===== src/rtl/xor_end.sv =====
// ASCON end-of-permutation key add: XORs the 128-bit key into state words 3 and 4.
// Latency is 1 cycle. There is no backpressure: a new state is accepted on every clock edge.
package ascon_pack;
  // Word 0 is S[0]. Indexing is [word][bit].
  typedef logic [4:0][63:0] type_state;
endpackage

module xor_end
  import ascon_pack::*;
(
  input  logic           clock_i,
  input  logic           resetb_i,
  input  logic [127:0]   data_i,
  input  logic           enable_xe_i,
  input  type_state      state_i,
  output type_state      output_mux_o
);

  type_state state_d;
  type_state state_q;

  // The high half of the key goes into S[3] and the low half into S[4].
  always_comb begin
    state_d = state_i;
    if (enable_xe_i) begin
      state_d[3] = state_i[3] ^ data_i[127:64];
      state_d[4] = state_i[4] ^ data_i[63:0];
    end
  end

  always_ff @(posedge clock_i) begin
    if (!resetb_i) begin
      state_q <= '0;
    end else begin
      state_q <= state_d;
    end
  end

  assign output_mux_o = state_q;

endmodule


===== config.mk =====
export PLATFORM = sky130hd
export DESIGN_NAME = xor_end
export DESIGN_NICKNAME = d
export VERILOG_FILES = /design/src/rtl/xor_end.sv
export SDC_FILE = /design/constraint.sdc
export NUM_CORES = 1
export LEC_CHECK = 0
export CORE_AREA = 3 3 297 299
export DETAILED_ROUTE_END_ITERATION = 10
export DIE_AREA = 0 0 300 302
export GPL_TIMING_DRIVEN = 1
export PLACE_DENSITY_LB_ADDON = 0.15
export SYNTH_ARGS = -nofsm -noshare
export SYNTH_HDL_FRONTEND = slang
export SYNTH_SLANG_ARGS = --single-unit

===== constraint.sdc =====
create_clock -name clock_i -period 1.1 [get_ports clock_i]
set_input_delay 0.165 -clock clock_i [delete_from_list [all_inputs] [get_ports clock_i]]
set_output_delay 0.165 -clock clock_i [all_outputs]
set_load 0.01 [all_outputs]

======== Word level (Yosys, flattened, before mapping) ========
Index checks and enable logic that the tools add are counted.
storage, ports and cells
  register bits ........................... 320
  output and inout port bits .............. 320
operators by class
  mux-type cells .......................... 1
  bitwise gates (word level) .............. 2
operators with widths
  operator        number
  $mux 128        1
  $xor 64x64->64  2

======== Longest topological paths before layout ========
Gate-level depths: netlist of the first run.
  depth in word-level cells ............... 2
  mapped depth ............................ 5
  mapped depth without buffers ............ 2

======== Least setup slack after synthesis of the first run ========
OpenSTA, ideal clock, no wires.
  path kind ............................... input port to flip-flop
  start point ............................. input port enable_xe_i
  end point ............................... register state_q, in the netlist output_mux_o[235]
  data arrival time ....................... 0.805 ns
  setup slack ............................. 0.177 ns
  stages .................................. 4
  path buffers ............................ 2
  path through ............................ buf_2 clkbuf_1 nand2_1 mux2i_1
between the ends
  longest elaborated chain between the ends .. 1
ends and longest elaborated chain
  item                  RTL line  text
  from (decl)           14        input logic enable_xe_i,
  $mux 128              25        if (enable_xe_i) begin
  to (signal assigned)  35        state_q <= state_d;
  to (decl)             20        type_state state_q;
No other way between the ends.
A chain may end at the register's enable or synchronous reset.

======== Worst setup path in the final report of the first run ========
  start point ............................. register state_q, in the netlist output_mux_o[144]
  end point ............................... output port output_mux_o[144] (netlist bit)
RTL lines
  item       RTL line  text
  to (decl)  16        output type_state output_mux_o
No word-level cell between the ends.

==> results of run 1 <==
[power by group through the flow]
stage          sequential, uW  clock, uW  combinational (uW)
2_1_floorplan           13100          0                1140
3_3_place_gp            12800          0                5130
3_5_place_dp            12800          0                5140
4_1_cts                 12600      14400                4930
5_1_grt                 12800      14800                5380
6_report                12700      13600                4970
[metrics by stage]
stage	setup WS (ns)	hold WS [ns]	cell area, um^2
floorplan	0.177	0.287	11000
global placement	-0.292	0.607	20200
detailed placement	-0.244	0.620	20200
CTS	-0.176	0.0150	21200
global route	-0.166	0.0379	21800
finish	-0.109	0.0661	21800
[tightest hold or removal path, delay by kind of cell]
family	cells	cell delay (ns)
buffers and inverters	2	0.27
multiplexers	1	0.06
AND/OR/NAND/NOR	1	0.08
[area by class of cell]
cell class / instances / area [um^2] / share of cell area
antenna: 2 / 5.00 / 0.000230
clock buffer: 61 / 1200 / 0.0552
clock inverter: 11 / 149 / 0.00684
multi-input combinational: 704 / 4240 / 0.195
sequential: 320 / 6710 / 0.308
tap: 1144 / 1430 / 0.0658
timing repair buffer: 807 / 8030 / 0.369
[layer usage]
layer,up-vias,wire (um)
li1,4962,-
met1,4505,16400
met2,465,26100
met3,57,6200
met4,4,1030
met5,-,27
[logic make-up after synthesis]
group                  share of synthesized area
and+or+nand+nor                            0.270
DFF                                        0.584
buffers and inverters                     0.0293
muxes                                      0.117
[cells in the final DEF, fill, tap and decap left out]
master / synthesis / final
and2_1: 192 / 192
buf_12: 0 / 13
buf_2: 32 / 84
buf_4: 8 / 24
buf_6: 2 / 236
buf_8: 0 / 1
bufinv_16: 0 / 2
clkbuf_1: 18 / 11
clkbuf_16: 0 / 42
clkbuf_8: 0 / 8
clkdlybuf4s50_1: 0 / 448
clkinv_2: 0 / 5
clkinv_8: 0 / 1
clkinvlp_4: 0 / 1
dfxtp_1: 320 / 85
dfxtp_2: 0 / 233
dfxtp_4: 0 / 2
diode_2: 0 / 2
dlygate4sd3_1: 0 / 1
inv_16: 0 / 2
mux2i_1: 128 / 128
nand2_1: 256 / 256
nand2b_1: 128 / 128
[cell usage after synthesis (all sizes together)]
master    n  share of area
and2    192           0.11
buf      45          0.023
clkbuf   18         0.0062
dfxtp   320           0.58
mux2i   128           0.12
nand2   256          0.088
nand2b  128          0.073
[how the worst max path moves through the flow]
stage | from | to | slack, ns | cells past startpoint
2_1_floorplan | enable_xe_i | output_mux_o[235] | 0.18 | 4
3_3_place_gp | data_i[88] | output_mux_o[216] | -0.29 | 3
3_5_place_dp | data_i[88] | output_mux_o[216] | -0.24 | 3
4_1_cts | output_mux_o[275] | output_mux_o[275] | -0.18 | 1
5_1_grt | output_mux_o[144] | output_mux_o[144] | -0.17 | 1
6_report | output_mux_o[144] | output_mux_o[144] | -0.11 | 1
[repair_timing]
action,4_1_cts,5_1_grt
gates resized for setup,1690,159
buffers inserted,0,0
hold buffers,1,0
hold endpoints to repair,2,0
cloned,0,0
setup endpoints to repair,320,320
==> impl_metrics.env, run 1 <==
export IMPL_syn_area_mm2=0.0110
export IMPL_grt_busiest_layer="met2"
export IMPL_status="finished, violations left"
export IMPL_place_gp_congestion=0.777
export IMPL_groute_layer_met3_usage=0.0556
export IMPL_die_area_mm2=0.0906
export IMPL_avgSynthCellArea_um2=10.1
export IMPL_met1_usage=0.0976
export IMPL_drive_gt1_frac=0.344
export IMPL_fin_cells=3049
export IMPL_grt_max_degree=57
export IMPL_place_detailed_instances=2974
export IMPL_fin_crit_sh=1.10
export IMPL_drt_total_wl_um=49800
export IMPL_fin_ws_ns=-0.109
export IMPL_finalNetCount=2326
export IMPL_max_cap_violations=0
export IMPL_root_buffer="clkbuf_16"
export IMPL_peakVddDrop_mv=0.953
export IMPL_combPwrFrac=0.159
export IMPL_synth_cells=1087
export IMPL_start_util=0.128
export IMPL_p_seq_frac=0.406
export IMPL_cts_clk_slew_worst_paths_ns=0.06
export IMPL_power_frac_clock=0.435
export IMPL_rows=107
export IMPL_slew_headroom=0.650
export IMPL_drc=0
export IMPL_swShare=0.243
export IMPL_worstPathArrival_ns=1.04
export IMPL_violations="setup timing"
export IMPL_grt_pass1_wl_um=70400
export IMPL_cp_top_family="flip-flops"
export IMPL_path_cells="buf_6"
export IMPL_synth_nets=1538
export IMPL_worst_setup_path_end_kind="primary output"
export IMPL_rsz0062_at_grt="yes"
export IMPL_cts_sinks=320
export IMPL_nFillCells=9207
export IMPL_numCtsBuffers=42
export IMPL_grt_overflow_total=0
export IMPL_post_drt_via_cell_ratio=3.28
export IMPL_path_class="register to primary output"
export IMPL_ant_nets=0
export IMPL_synth_seq_area_share=0.584
export IMPL_grt_usage=0.104
export IMPL_clock_fmax_ghz=0.827
export IMPL_fin_crit_ns=1.21
export IMPL_hpwl_um=39700
export IMPL_first_global_vias=10400
export IMPL_hold_depth=4
export IMPL_drt_iter0_markers=267
export IMPL_start_kind="register"
export IMPL_slowest_delay_ns=0.36
export IMPL_antenna_found_initial=3
export IMPL_worst_pin_slew_ns=0.510
export IMPL_die_h_um=302
export IMPL_power_density_mw_per_mm2=1440
export IMPL_ys_ff_latch=320
export IMPL_critPathSlowestCell="dfxtp_2"
export IMPL_cts_tree="built"
export IMPL_first_pass_iters=4
export IMPL_p_total_uw=31300
export IMPL_synth_warnings=0
export IMPL_leakage_uw=0.00963
export IMPL_hp_start="resetb_i"
export IMPL_power_switching_uw=7600
export IMPL_internal_power_uw=23700
export IMPL_crit_fanout=1
export IMPL_die_w_um=300
export IMPL_slew_violations=0
export IMPL_fin_util=0.255
export IMPL_yosysUniqueCellTypes=10
export IMPL_post_drt_wl_per_cell_um=16.3
export IMPL_holdPathEnd="output_mux_o[210]"
export IMPL_layout_area_overhead_vs_synth_pct=98.4
export IMPL_setup_tns_final_ns=-17.42
export IMPL_num_vias=9993
export IMPL_largest_register_ffs=320
export IMPL_core_area_mm2=0.0854
export IMPL_grtUsageMet2=0.197
export IMPL_ctsHtreeMaxLevel=2
export IMPL_pin_count=771
export IMPL_critPathRequiredTime_ns=0.94
export IMPL_cts_buffer_depth=3
export IMPL_cp_buffers_inverters=1
export IMPL_hold_class="primary input to register"
export IMPL_port_buffers=770
export IMPL_hold_viol=0
export IMPL_setup_violations=320
Note: power is estimated with default switching activity, not from simulation.
==> inputs of run 2 (changes only) <==
- CELL_PAD_IN_SITES_DETAIL_PLACEMENT: default -> 1
- CELL_PAD_IN_SITES_GLOBAL_PLACEMENT: default -> 1
- CORE_AREA: 3 3 297 299 -> 3 3 300 302
- DIE_AREA: 0 0 300 302 -> 0 0 303 305
==> run 2 against run 1 <==
  * The flow still finishes with violations (setup timing)
  * Die area rose by 2.0%
  * Cell area rose by 0.91%
  * Sequential cell count did not move
  * Global-route usage rose by 1.2 points
  * First-iteration DRC count rose by 2.2%
  * Cell count rose by 1.4%
  * Worst setup slack got worse by 0.020 ns
  * Total power rose by 1.8%
  * Via count rose by 4.6%
  * Utilization fell by 0.51 points
==> impl_metrics.env, run 2 (same netlist as run 1, synthesis figures left out) <==
export IMPL_power_frac_clock=0.442
export IMPL_setup_tns_final_ns=-18.37
export IMPL_port_buffers=770
export IMPL_hold_class="primary input to register"
export IMPL_rsz0062_at_grt="yes"
export IMPL_start_util=0.125
export IMPL_max_cap_violations=0
export IMPL_drt_total_wl_um=56400
export IMPL_finalNetCount=2332
export IMPL_place_gp_congestion=0.755
export IMPL_final_cell_mix="clkdlybuf4s50_1 (448), nand2_1 (256), dfxtp_2 (235)"
export IMPL_critPathRequiredTime_ns=0.94
export IMPL_leakage_uw=0.00969
export IMPL_slowest_delay_ns=0.36
export IMPL_drive_gt1_frac=0.346
export IMPL_drt_iter0_markers=273
export IMPL_numCtsBuffers=44
export IMPL_ctsHtreeMaxLevel=2
export IMPL_hpwl_um=46200
export IMPL_grt_pass1_wl_um=78000
export IMPL_rows=109
export IMPL_grt_overflow_total=0
export IMPL_fin_crit_sh=1.12
export IMPL_worstPathArrival_ns=1.06
export IMPL_drc=0
export IMPL_peakVddDrop_mv=0.904
export IMPL_post_drt_via_cell_ratio=3.38
export IMPL_post_drt_wl_per_cell_um=18.2
export IMPL_cts_clk_slew_worst_paths_ns=0.05
export IMPL_critPathSlowestCell="dfxtp_4"
export IMPL_cts_hold_buffers=0
export IMPL_antenna_found_initial=29
export IMPL_slew_violations=0
export IMPL_dpl_worst_slack_ns=-0.311
export IMPL_path_class="register to primary output"
export IMPL_cts_tree="built"
export IMPL_start_kind="register"
export IMPL_grt_max_degree=53
export IMPL_power_switching_uw=7790
export IMPL_internal_power_uw=24100
export IMPL_clock_fmax_ghz=0.814
export IMPL_combPwrFrac=0.159
export IMPL_cp_buffers_inverters=1
export IMPL_power_density_mw_per_mm2=1450
export IMPL_die_h_um=305
export IMPL_hold_viol=0
export IMPL_cts_sinks=320
export IMPL_first_global_vias=11300
export IMPL_pin_count=771
export IMPL_path_cells="buf_12"
export IMPL_layout_area_overhead_vs_synth_pct=100
export IMPL_core_area_mm2=0.0880
export IMPL_first_pass_iters=4
export IMPL_p_total_uw=31900
export IMPL_crit_fanout=1
export IMPL_violations="setup timing"
export IMPL_num_vias=10400
export IMPL_die_area_mm2=0.0924
export IMPL_largest_register_ffs=320
export IMPL_worst_pin_slew_ns=0.413
export IMPL_swShare=0.244
export IMPL_cp_top_family="flip-flops"
export IMPL_p_seq_frac=0.399
export IMPL_layout_commonest_cell="clkdlybuf4s50_1"
export IMPL_status="finished, violations left"
export IMPL_setup_violations=320
export IMPL_fin_crit_ns=1.23
export IMPL_root_buffer="clkbuf_16"
export IMPL_grt_usage=0.116
export IMPL_ant_nets=0
export IMPL_die_w_um=303
export IMPL_worst_setup_path_end_kind="primary output"
export IMPL_cts_buffer_depth=3
export IMPL_slew_headroom=0.717
export IMPL_fin_ws_ns=-0.129
-- run 2: cell types whose count changed in the layout (fill, tap and decap cells not counted), moves of 2 or more --
cell,previous run,this run
buf_12,13,17
clkbuf_16,42,45
buf_6,236,233
clkbuf_1,11,13
dfxtp_2,233,235
diode_2,2,17
clkbuf_8,8,10
buf_4,24,28
-- run 2: power groups by stage --
stage | clock network (uW) | logic, uW | registers (uW)
2_1_floorplan | 0 | 1140 | 13100
3_3_place_gp | 0 | 5230 | 12800
3_5_place_dp | 0 | 5290 | 12800
4_1_cts | 14900 | 5110 | 12700
5_1_grt | 15300 | 5530 | 12800
6_report | 14100 | 5080 | 12700
-- run 2: cell type report --
cell class | instances | area, um^2
Antenna cell | 17 | 42.5
Timing Repair Buffer | 811 | 8100
Fill cell | 10100 | 66000
Clock buffer | 68 | 1310
Sequential cell | 320 | 6700
Tap cell | 1165 | 1460
Clock inverter | 8 | 97.6
Multi-Input combinational cell | 704 | 4240
-- run 2: path summary, 6_finish.rpt --
kind | cells past startpoint | slack [ns] | endpoint | from
worst max-delay path | 1 | -0.13 | output_mux_o[258] | output_mux_o[258]
worst min-delay path | 4 | 0.10 | output_mux_o[235] | enable_xe_i
-- run 2: per-layer routing --
metal  GRT usage  routed length (um)  vias to the layer above
li1            -                   -                     4997
met1       0.103               17500                     4859
met2       0.215               29100                      478
met3      0.0716                8090                       94
met4      0.0359                1550                       20
met5           0                 128                        -
-- run 2: repair_timing --
item / CTS / global route
endpoints found under the setup margin: 320 / 320
resized for setup: 1703 / 116
buffers inserted: 0 / 0
-- run 2: metrics by stage --
stage | instance area [um^2] | cells | utilization | hold slack, ns
2_1_floorplan | 11000 | 1087 | - | 0.287
3_5_place_dp | 20300 | 3000 | 0.231 | 0.588
4_1_cts | 21500 | 3076 | 0.244 | 0.0511
6_report | 22000 | 3093 | 0.250 | 0.104
3_3_place_gp | 20300 | 3000 | 0.231 | 0.587
5_1_grt | 21900 | 3081 | 0.249 | 0.0761
